`src/rtl/sap_pkg.sv`:
```
// rtl/sap_pkg.sv - shared opcodes, T-state encoding and ALU select constants for the SAP control unit
package sap_pkg;

    localparam logic [3:0] OP_LDA = 4'd0;
    localparam logic [3:0] OP_ADD = 4'd1;
    localparam logic [3:0] OP_SUB = 4'd2;
    localparam logic [3:0] OP_AND = 4'd3;
    localparam logic [3:0] OP_OR  = 4'd4;
    localparam logic [3:0] OP_XOR = 4'd5;
    localparam logic [3:0] OP_NOT = 4'd6;
    localparam logic [3:0] OP_JMP = 4'd7;
    localparam logic [3:0] OP_JZ  = 4'd8;
    localparam logic [3:0] OP_OUT = 4'd14;
    localparam logic [3:0] OP_HLT = 4'd15;

    // Encoding doubles as the tstate output: T1..T6 read as 1..6, HALT as 0.
    typedef enum logic [2:0] {
        HALT = 3'd0,
        T1   = 3'd1,
        T2   = 3'd2,
        T3   = 3'd3,
        T4   = 3'd4,
        T5   = 3'd5,
        T6   = 3'd6
    } tstate_e;

    localparam logic [1:0] ALU_ADD = 2'b00;
    localparam logic [1:0] ALU_AND = 2'b01;
    localparam logic [1:0] ALU_OR  = 2'b10;
    localparam logic [1:0] ALU_XN  = 2'b11;

    // {alu1, alu0} for the two-operand ALU opcodes; ADD and SUB share the adder.
    function automatic logic [1:0] alu_sel_f(input logic [3:0] op);
        case (op)
            OP_AND:  alu_sel_f = ALU_AND;
            OP_OR:   alu_sel_f = ALU_OR;
            OP_XOR:  alu_sel_f = ALU_XN;
            default: alu_sel_f = ALU_ADD;
        endcase
    endfunction

endpackage

```
`src/rtl/sap_ring_counter.sv`:
```
// rtl/sap_ring_counter.sv - T-state sequencer for the SAP control unit
// Ports: clk, rst (async, active-high); early_end returns to T1 after the
// current state; halt_req enters HALT; state is the current T-state.
module sap_ring_counter
    import sap_pkg::*;
(
    input  logic    clk,
    input  logic    rst,
    input  logic    early_end,
    input  logic    halt_req,
    output tstate_e state
);

    tstate_e state_q;
    tstate_e state_d;

    always_ff @(posedge clk or posedge rst) begin
        if (rst) begin
            state_q <= T1;
        end else begin
            state_q <= state_d;
        end
    end

    always_comb begin
        state_d = state_q;
        if (state_q == HALT) begin
            state_d = HALT;
        end else if (halt_req) begin
            state_d = HALT;
        end else if (state_q == T6 || early_end) begin
            state_d = T1;
        end else begin
            state_d = tstate_e'(state_q + 3'd1);
        end
    end

    assign state = state_q;

endmodule

```
`src/rtl/sap_control_unit.sv`:
```
// rtl/sap_control_unit.sv - SAP control sequencer: T-state ring counter plus opcode decode
// Ports: clk, rst (async, active-high), opcode (IR upper field), zero_flag;
// outputs are the one-cycle PC/MAR/RAM/IR/ACC/B/OUT strobes, ALU controls,
// tstate (1..6, 0 when halted) and halted.
// Optional macro SAP_JUMP_EN adds JMP (7) and JZ (8); without it they are NOPs
// and pc_load stays 0.
module sap_control_unit
    import sap_pkg::*;
#(
    parameter int OPW      = 4,
    parameter int FAST_END = 0
) (
    input  logic           clk,
    input  logic           rst,
    input  logic [OPW-1:0] opcode,
    input  logic           zero_flag,
    output logic           pc_out,
    output logic           pc_inc,
    output logic           pc_load,
    output logic           mar_load,
    output logic           ram_out,
    output logic           ir_load,
    output logic           ir_out,
    output logic           acc_load,
    output logic           acc_out,
    output logic           b_load,
    output logic           out_load,
    output logic           alu1,
    output logic           alu0,
    output logic           add_sub,
    output logic           xor_not,
    output logic           alu_out,
    output logic [2:0]     tstate,
    output logic           halted
);

    localparam bit FAST = (FAST_END != 0);

    tstate_e    state;
    logic       early_end;
    logic       halt_req;
    logic [1:0] alu_sel;

    sap_ring_counter u_ring (
        .clk       (clk),
        .rst       (rst),
        .early_end (early_end),
        .halt_req  (halt_req),
        .state     (state)
    );

`ifndef SAP_JUMP_EN
    logic unused_zero_flag;
    assign unused_zero_flag = zero_flag;
`endif

    // Decode is gated by rst so that every strobe reads 0 while reset is held,
    // even though the counter already sits in T1.
    always_comb begin
        pc_out    = 1'b0;
        pc_inc    = 1'b0;
        pc_load   = 1'b0;
        mar_load  = 1'b0;
        ram_out   = 1'b0;
        ir_load   = 1'b0;
        ir_out    = 1'b0;
        acc_load  = 1'b0;
        acc_out   = 1'b0;
        b_load    = 1'b0;
        out_load  = 1'b0;
        alu_sel   = ALU_ADD;
        add_sub   = 1'b0;
        xor_not   = 1'b0;
        alu_out   = 1'b0;
        early_end = 1'b0;
        halt_req  = 1'b0;
        if (!rst) begin
            case (state)
                T1: begin
                    pc_out   = 1'b1;
                    mar_load = 1'b1;
                end
                T2: pc_inc = 1'b1;
                T3: begin
                    ram_out = 1'b1;
                    ir_load = 1'b1;
                end
                T4, T5, T6: begin
                    case (opcode)
                        OPW'(OP_LDA): begin
                            if (state == T4) begin
                                ir_out   = 1'b1;
                                mar_load = 1'b1;
                            end else if (state == T5) begin
                                ram_out   = 1'b1;
                                acc_load  = 1'b1;
                                early_end = FAST;
                            end
                        end
                        OPW'(OP_ADD), OPW'(OP_SUB), OPW'(OP_AND),
                        OPW'(OP_OR), OPW'(OP_XOR): begin
                            if (state == T4) begin
                                ir_out   = 1'b1;
                                mar_load = 1'b1;
                            end else begin
                                // Select is raised in T5 so the ALU has a full
                                // cycle to settle before alu_out in T6.
                                alu_sel = alu_sel_f(4'(opcode));
                                add_sub = (opcode == OPW'(OP_SUB));
                                if (state == T5) begin
                                    ram_out = 1'b1;
                                    b_load  = 1'b1;
                                end else begin
                                    alu_out  = 1'b1;
                                    acc_load = 1'b1;
                                end
                            end
                        end
                        OPW'(OP_NOT): begin
                            if (state != T6) begin
                                alu_sel = ALU_XN;
                                xor_not = 1'b1;
                            end
                            if (state == T5) begin
                                alu_out   = 1'b1;
                                acc_load  = 1'b1;
                                early_end = FAST;
                            end
                        end
                        OPW'(OP_OUT): begin
                            if (state == T4) begin
                                acc_out   = 1'b1;
                                out_load  = 1'b1;
                                early_end = FAST;
                            end
                        end
                        OPW'(OP_HLT): begin
                            halt_req = (state == T4);
                        end
`ifdef SAP_JUMP_EN
                        OPW'(OP_JMP): begin
                            if (state == T4) begin
                                ir_out    = 1'b1;
                                pc_load   = 1'b1;
                                early_end = FAST;
                            end
                        end
                        OPW'(OP_JZ): begin
                            if (state == T4) begin
                                ir_out    = zero_flag;
                                pc_load   = zero_flag;
                                early_end = FAST;
                            end
                        end
`endif
                        default: begin
                            early_end = FAST && (state == T4);
                        end
                    endcase
                end
                default: ;
            endcase
        end
    end

    assign alu1   = alu_sel[1];
    assign alu0   = alu_sel[0];
    assign tstate = 3'(state);
    assign halted = (state == HALT);

endmodule

```
`config.mk`:
```
export PLATFORM = sky130hd
export DESIGN_NAME = sap_control_unit
export DESIGN_NICKNAME = d
export VERILOG_FILES = /design/src/rtl/sap_pkg.sv /design/src/rtl/sap_ring_counter.sv /design/src/rtl/sap_control_unit.sv
export SDC_FILE = /design/constraint.sdc
export NUM_CORES = 1
export LEC_CHECK = 0
export BUFFER_PORTS_ARGS = -buffer_cell sky130_fd_sc_hd__buf_2
export CORE_AREA = 2 2 39 41
export CTS_CLUSTER_SIZE = 16
export DETAILED_ROUTE_END_ITERATION = 6
export DIE_AREA = 0 0 41 43
export PLACE_DENSITY = 0.65
export SLEW_MARGIN = 20
export SYNTH_ARGS = -nofsm -noshare
export SYNTH_HDL_FRONTEND = slang
export SYNTH_SLANG_ARGS = --single-unit
```
`constraint.sdc`:
```
create_clock -name clk -period 3.5 [get_ports clk]
set_clock_uncertainty 0.2 [all_clocks]
set_input_delay 0.175 -clock clk [delete_from_list [all_inputs] [get_ports clk]]
set_output_delay 0.175 -clock clk [all_outputs]
set_load 0.005 [all_outputs]
```
==> results.cfg, run 1 <==
[run_status]
status = complete, no violations

[die]
boundaryPins = 27
initial_utilization_pct = 32.7
die_y_um = 43
coreArea_um2 = 1380
die_x_um = 41
die_area_um2 = 1760
rows = 14

[grt]
antenna_found_initial = 0
grt_start_max_net_pins = 15
grt-ovfl-total = 0
grt_pass1_wl_um = 1840
grt_use_total_pct = 14.6
grt_pass1_vias = 407

[clock_tree]
cts_hold_buf = 1
cts_tree = done
insertion_delay_ns = 0.23
cts_root_buf = clkbuf_4
postCtsResizedCells = 0
cts_max_path_buffers = 2
htreeDepth = 1
numCtsBuffers = 3
postCtsSetupBuffers = 0
path_clk_slew_ns = 0.04
clock-sinks = 3

[timing]
hold_viol = 0
fin_setup_tns_ns = 0
slew_violations = 0
min_period_ns = 2.22
timing.final.crit_share_pct = 63.4
clock.fmax_ghz = 0.450
rsz0062_at_grt = false
setup_viol = 0

[synthesis]
yosysMostFrequentCell = nor3_1
synth_top_area_cell = dfrtp_1
synthFlopType = dfrtp_1
synth_area_um2 = 453
yosysTopAreaCellShare_pct = 11.0
async_flop_share_pct = 100
synth_fa_ha_area_share_pct = 2.76
synth_seq_cells = 3
netlist-cell-type-count = 33
synth_xor_xnor_area_share_pct = 3.87
yosys-top-cells-area = dfrtp_1, nor3_1, nand2b_1
synthTopCellsByCount = nor3_1, nand2_1, nand2b_1, nor2_1, nor2b_1
muxShareOfSynthArea_pct = 0
synth-simple-area-share_pct = 47.5
synth.avg_cell_area_um2 = 6.97
syn_nets = 73
ys_seq_area_share_pct = 16.9
synth_top_family_by_area = simple AND/OR/NAND/NOR gates
syn_inst = 65
ys_warn_count = 0
synth_compound_area_share_pct = 16.9
synth_edf_count = 0

[drt]
drtPass1Iterations = 3
drt_iter0_markers = 11
wl_per_cell_um = 11.2
final_antenna_net_count = 0
routed_via_density = 4.89
drc = 0
num_vias = 504
routed_wl_um = 1150

[setup_path]
crit_path_top_delay_cell = or4b_1
cp.arrival_ns = 1.85
cp_max_fo = 8
critPathMaxStageDelay_ns = 0.59
critPathBufInv = 3
cp.required_ns = 3.12
path_class = in -> out
crit_path_start = rst
worst_path_most_repeated_cell = buf_2
cp_top_family = buffers and inverters
r2r-start = u_ring.state[1]
path_cells = dlygate4sd3_1 > buf_2 > or4b_1 > nor3_1 > buf_2
start_kind = primary input
end_kind = output port

[layout]
syn_to_final_growth_pct = 30.1
n_fill_cell = 165
layout.nets = 96
largest_reg_flops = 3
fin_util_pct = 42.6
drive_gt1_share_pct = 36.8
antennaDiodeCount = 0

[power_and_ir_drop]
power.density_nw_per_um2 = 513
worst_ir_drop_vdd_uv = 301
p_leak_uw = 0.000291

[placement]
port_buffers = 24
place_congestion = 0.753
dp_hpwl_um = 817

[hold_path]
hp-class = in -> async

[flow_run]
maxCapViolCount = 0
-- where the power goes --
part | leakage [µW] | internal, µW | switching (µW)
logic | 0.000240 | 75.6 | 68.7
clock network | 0.0000150 | 42.8 | 18.3
registers | 0.0000362 | 53.1 | 43.5
total | 0.000291 | 172 | 131
-- stage by stage --
stage | setup WS [ns] | cells | hold slack, ns | power (µW) | cell area (µm²)
after floorplan | 1.67 | 65 | -0.272 | 192 | 453
after global routing | 1.17 | 103 | 0.238 | 337 | 589
final | 1.28 | 103 | 0.219 | 302 | 589
after detailed placement | 1.64 | 98 | -0.0918 | 240 | 553
after global placement | 1.65 | 98 | -0.0986 | 238 | 553
after CTS | 1.28 | 103 | 0.212 | 307 | 589
-- layer usage --
| layer | GRT usage [%] | wire length (µm) |
|---|---|---|
| met1 | 21.9 | 542 |
| met2 | 21.3 | 540 |
| met3 | 1.57 | 65 |
| met4 | 4.00 | 0 |
| met5 | 0 | 0 |
-- cell usage in the layout (no fill, tap or decap), types with 2 or more instances in the layout --
master,instances
nand2b_1,5
a21oi_1,2
nor2b_1,4
inv_1,3
dfrtp_1,2
nor3_1,8
nand2_1,6
nor2_1,4
o21ai_0,2
clkbuf_4,3
a211oi_1,2
buf_2,24
-- worst paths after layout --
kind | endpoint | slack [ns] | cells after the start
worst min register to register | u_ring.state[0] | 0.49 | 2
max in group asynchronous | u_ring.state[0] | 2.66 | 3
worst max register to register | u_ring.state[2] | 1.71 | 3
min in group clk | u_ring.state[0] | 0.23 | 4
worst max-delay path | out_load | 1.28 | 5
worst min-delay path | u_ring.state[1] | 0.22 | 3
-- layout make-up --
| type | count | area [µm²] | area share [%] |
|---|---|---|---|
| multi-input cells | 52 | 325 | 55.2 |
| repair buffers | 25 | 130 | 22.1 |
| flip-flops and latches | 3 | 76.3 | 13.0 |
| clock buffers | 4 | 26.3 | 4.46 |
| well taps | 16 | 20.0 | 3.40 |
| inverters | 3 | 11.3 | 1.91 |
-- worst register-to-register path, stage by stage (launching register included) --
cell and delay [ns]:
dfrtp_1 0.50, or4b_1 0.61, nor3_2 0.26, nor3_1 0.09
-- cells by family (layout without fill, tap and decap cells) --
kind of cell             count (synthesis)  after routing
adder cells (fa/ha/maj)                  1              1
AO/OA/AOI/OAI                           11             11
flip-flops                               3              3
XOR/XNOR                                 2              2
other                                    1              1
AND/OR/NAND/NOR                         37             37
buffers and inverters                   10             32
(Power assumes the default switching activity.)
==> run 2: changes to the inputs <==
PLACE_DENSITY = 0.68   (was 0.65)
clock period = 2 ns   (was 3.5 ns; I/O delays follow)
==> run 2 against run 1 <==
Effect of this change:
- cell count rose by 6.8%
- highest routed layer is now met4
- clock power rose by 78%
- global-route usage increased by 0.13 points
- die area unchanged
- sequential share of layout area fell by 1.1 points
- largest power group unchanged
==> results.cfg, run 2 (synthesis gave the netlist of run 1 again) <==
[power_and_ir_drop]
power.density_nw_per_um2 = 919
worst_ir_drop_vdd_uv = 620
p_leak_uw = 0.000327

[timing]
rsz0062_at_grt = false
setup_viol = 0
clock.fmax_ghz = 0.524
fin_setup_tns_ns = 0
slew_violations = 0
min_period_ns = 1.91
hold_viol = 0
timing.final.crit_share_pct = 95.3

[drt]
num_vias = 546
routed_wl_um = 1240
final_antenna_net_count = 0
wl_per_cell_um = 11.3
routed_via_density = 4.96
drt_iter0_markers = 9
drtPass1Iterations = 4
drc = 0

[placement]
place_congestion = 0.723
port_buffers = 24
dp_hpwl_um = 889

[layout]
fin_util_pct = 47.5
largest_reg_flops = 3
syn_to_final_growth_pct = 45.0
antennaDiodeCount = 0
final_cell_mix = buf_2, nor3_1, buf_4
final_common_cell = buf_2
drive_gt1_share_pct = 45.7
layout.nets = 103

[setup_path]
end_kind = output port
cp_max_fo = 12
r2r-start = u_ring.state[1]
path_cells = xnor2_1 > or3_1 > nor4_1 > buf_2
critPathMaxStageDelay_ns = 0.63
cp.arrival_ns = 1.61
path_class = reg -> out
cp.required_ns = 1.70
start_kind = register
crit_path_start = u_ring.state[0]
crit_path_top_delay_cell = dfstp_2

[die]
die_y_um = 43
rows = 14
boundaryPins = 27
die_x_um = 41
initial_utilization_pct = 32.7
die_area_um2 = 1760
coreArea_um2 = 1380

[clock_tree]
cts_root_buf = clkbuf_4
numCtsBuffers = 3
cts_max_path_buffers = 2
clock-sinks = 3
path_clk_slew_ns = 0.04
cts_tree = done
insertion_delay_ns = 0.24
htreeDepth = 1

[run_status]
status = complete, no violations

[hold_path]
hp-class = in -> async

[grt]
grt_pass1_wl_um = 1810
grt-ovfl-total = 0
grt_pass1_vias = 422
grt_use_total_pct = 14.7
grt_start_max_net_pins = 15
antenna_found_initial = 0

[flow_run]
maxCapViolCount = 0
-- run 2: changes by cell type in the layout (fill, tap and decap cells not counted) --
cell	previous run	this run
nor2b_2	0	1
nor4b_1	1	0
nor2b_1	4	3
nor3_1	8	7
dfrtp_1	2	1
nor4b_2	0	1
nor3_2	1	2
buf_4	0	7
dfrtp_2	0	1
-- run 2: report_power, final --
group | total (µW) | switching (µW) | internal [µW]
Sequential | 142 | 47.1 | 94.4
Combinational | 353 | 167 | 185
Clock | 109 | 34.5 | 75.0
Total | 604 | 249 | 355
-- run 2: worst max-delay path: cells and delay by family (launching register included) --
family	cells	cell delay (ns)
xor+xnor	1	0.08
flops	1	0.63
buf+inv	1	0.15
simple gates	2	0.51
-- run 2: path summary, 6_finish.rpt --
kind,end,slack (ns),cells past startpoint
worst max-delay path,add_sub,0.09,4
worst min-delay path,u_ring.state[1],0.13,3
worst max register to register,u_ring.state[2],0.34,3
worst min register to register,u_ring.state[1],0.45,2
max in group asynchronous,u_ring.state[0],1.26,3
min in group clk,u_ring.state[0],0.16,4
-- run 2: cell type report --
type | instances | area (µm²)
Fill cell | 149 | 727
Multi-Input combinational cell | 52 | 339
Timing Repair Buffer | 32 | 183
Sequential cell | 3 | 77.6
Clock buffer | 4 | 26.3
Tap cell | 16 | 20.0
Inverter | 3 | 11.3
-- run 2: repair_timing --
| item | 4_1_cts | 5_1_grt |
|---|---|---|
| setup endpoints to repair | 2 | 6 |
| hold buffers | 1 | 0 |
| buffers inserted | 0 | 5 |
| hold endpoints to repair | 3 | 0 |
| resized for setup | 1 | 3 |
-- run 2: per-layer routing --
| layer | global-route usage, % | part of all wire (%) |
|---|---|---|
| met3 | 3.14 | 7.6 |
| met4 | 4.00 | 1.1 |
| met1 | 21.0 | 46 |
| met5 | 0 | 0 |
| met2 | 21.6 | 45 |
-- run 2: per-stage QoR --
stage                     worst slack (ns)  hold WS [ns]  power [µW]  std cells  cell area (µm²)
final                               0.0932         0.132         604        110              657
after detailed placement             0.247        -0.168         437        100              568
after global placement               0.255        -0.173         435        100              568
after CTS                           0.0659         0.136         549        105              606
after global routing                0.0253         0.149         654        110              657
after floorplan                      0.244        -0.347         335         65              453
==> run 3: changes to the inputs <==
CTS_CLUSTER_DIAMETER = 80   (was default)
SETUP_SLACK_MARGIN = 0.2   (was default)
==> run 3 against run 2 <==
Effect of this change:
- hold slack better by 0.0033 ns
- count of clock-buffer cells in the layout unchanged
- sequential share of layout area decreased by 0.93 points
- wire length rose by 14%
- critical path type unchanged
- largest power group unchanged
- highest routed layer is now met3
==> results.cfg, run 3 (synthesis gave the netlist of run 1 again) <==
[run_status]
status = complete, no violations

[power_and_ir_drop]
power.density_nw_per_um2 = 963
power_frac_seq_pct = 18.3
worst_ir_drop_vdd_uv = 599
totalPowerFinal_uw = 687
pwr-share-clk_pct = 15.7
p_sw_share_pct = 41.5
p_comb_share_pct = 66.0
internal_power_uw = 402
p_leak_uw = 0.000357
p_switching_uw = 285

[setup_path]
start_kind = register
regToRegSetupSlack_ns = 0.36
end_kind = output port
path_class = reg -> out
cp.arrival_ns = 1.56
cp.required_ns = 1.70
cp_max_fo = 7

[clock_tree]
htreeDepth = 1
numCtsBuffers = 3
cts_max_path_buffers = 2
cts_root_buf = clkbuf_4
clock-sinks = 3
insertion_delay_ns = 0.23
cts_tree = done
path_clk_slew_ns = 0.04

[drt]
wl_per_cell_um = 12.6
routed_via_density = 5.29
routed_wl_um = 1420
drc = 0
num_vias = 592
drtPass1Iterations = 4
drt_iter0_markers = 4
final_antenna_net_count = 0

[timing]
slew_violations = 0
rsz0062_at_grt = true
timing.final.crit_share_pct = 93.1
fin_hold_ws_ns = 0.135
min_period_ns = 1.86
clock.fmax_ghz = 0.537
hold_viol = 0
fin_setup_tns_ns = 0
setup_viol = 0

[layout]
final_common_cell = buf_2
drive_gt1_share_pct = 52.1
antennaDiodeCount = 0
n_fill_cell = 136
layout.nets = 105
final_cell_mix = buf_2, buf_4, nor3_1, nand2_1
largest_reg_flops = 3
syn_to_final_growth_pct = 57.5

[grt]
grt_start_max_net_pins = 10
grt-ovfl-total = 0
antenna_found_initial = 0
grt_use_total_pct = 16.7
grt_pass1_vias = 473
grt_pass1_wl_um = 2050

[die]
die_x_um = 41
die_area_um2 = 1760
initial_utilization_pct = 32.7
coreArea_um2 = 1380
die_y_um = 43
rows = 14
boundaryPins = 27

[flow_run]
maxCapViolCount = 0

[hold_path]
hp-class = in -> async

[placement]
dp_hpwl_um = 889
place_congestion = 0.723
port_buffers = 24
==> run 3: changes by cell type in the layout (fill, tap and decap cells not counted), sizes merged <==
cell	delta
buf	+2
==> run 3: area by class of cell <==
class / count / area, µm² / area share [%]
tap: 16 / 20.0 / 2.81
sequential: 3 / 77.6 / 10.9
multi-input combinational: 52 / 377 / 52.8
inverter: 3 / 11.3 / 1.58
clock buffer: 4 / 26.3 / 3.68
timing repair buffer: 34 / 201 / 28.2
==> run 3: what timing repair did <==
action	CTS	global route
pin swaps	3	0
gates cloned	0	0
endpoints found under the setup margin	11	8
hold endpoints to repair	3	0
resized for setup	8	5
hold buffers	1	0
buffers inserted	7	0
==> run 3: layer usage <==
layer  share of wire, %  routed length [µm]  track usage (%)  up-vias
li1                   -                   -                -      287
met1                 40                 563             22.0      273
met2                 53                 745             26.9       32
met3                7.4                 105             3.14        0
met4                  0                   0             4.00        0
met5                  0                   0                0        -
==> run 3: worst paths after layout <==
check / startpoint / endpoint / depth (start not counted)
max: u_ring.state[0] / add_sub / 4
min: rst / u_ring.state[1] / 3
max reg2reg: u_ring.state[1] / u_ring.state[2] / 3
min reg2reg: u_ring.state[2] / u_ring.state[1] / 4
max in group asynchronous: rst / u_ring.state[0] / 3
min in group clk: opcode[0] / u_ring.state[2] / 4
==> run 3: stage by stage <==
| stage | cell area [µm²] | utilization, % | cells | setup slack, ns |
|---|---|---|---|---|
| global placement | 568 | 41.0 | 100 | 0.255 |
| detailed placement | 568 | 41.0 | 100 | 0.247 |
| global route | 713 | 51.5 | 112 | 0.110 |
| finish | 713 | 51.5 | 112 | 0.137 |
| CTS | 692 | 50.0 | 112 | 0.159 |
| floorplan | 453 | - | 65 | 0.244 |
==> run 3: critical path, cell delays in order, from the launching register on <==
cell and delay (ns):
dfstp_2 0.58, xnor2_1 0.08, or3_4 0.34, nor4_1 0.17, buf_2 0.16
==> run 3: power groups by stage <==
stage	clock network, µW	registers [µW]	logic, µW
finish	108	126	453
global route	114	130	493
CTS	107	125	428
detailed placement	0	149	288
global placement	0	150	285
floorplan	0	118	217
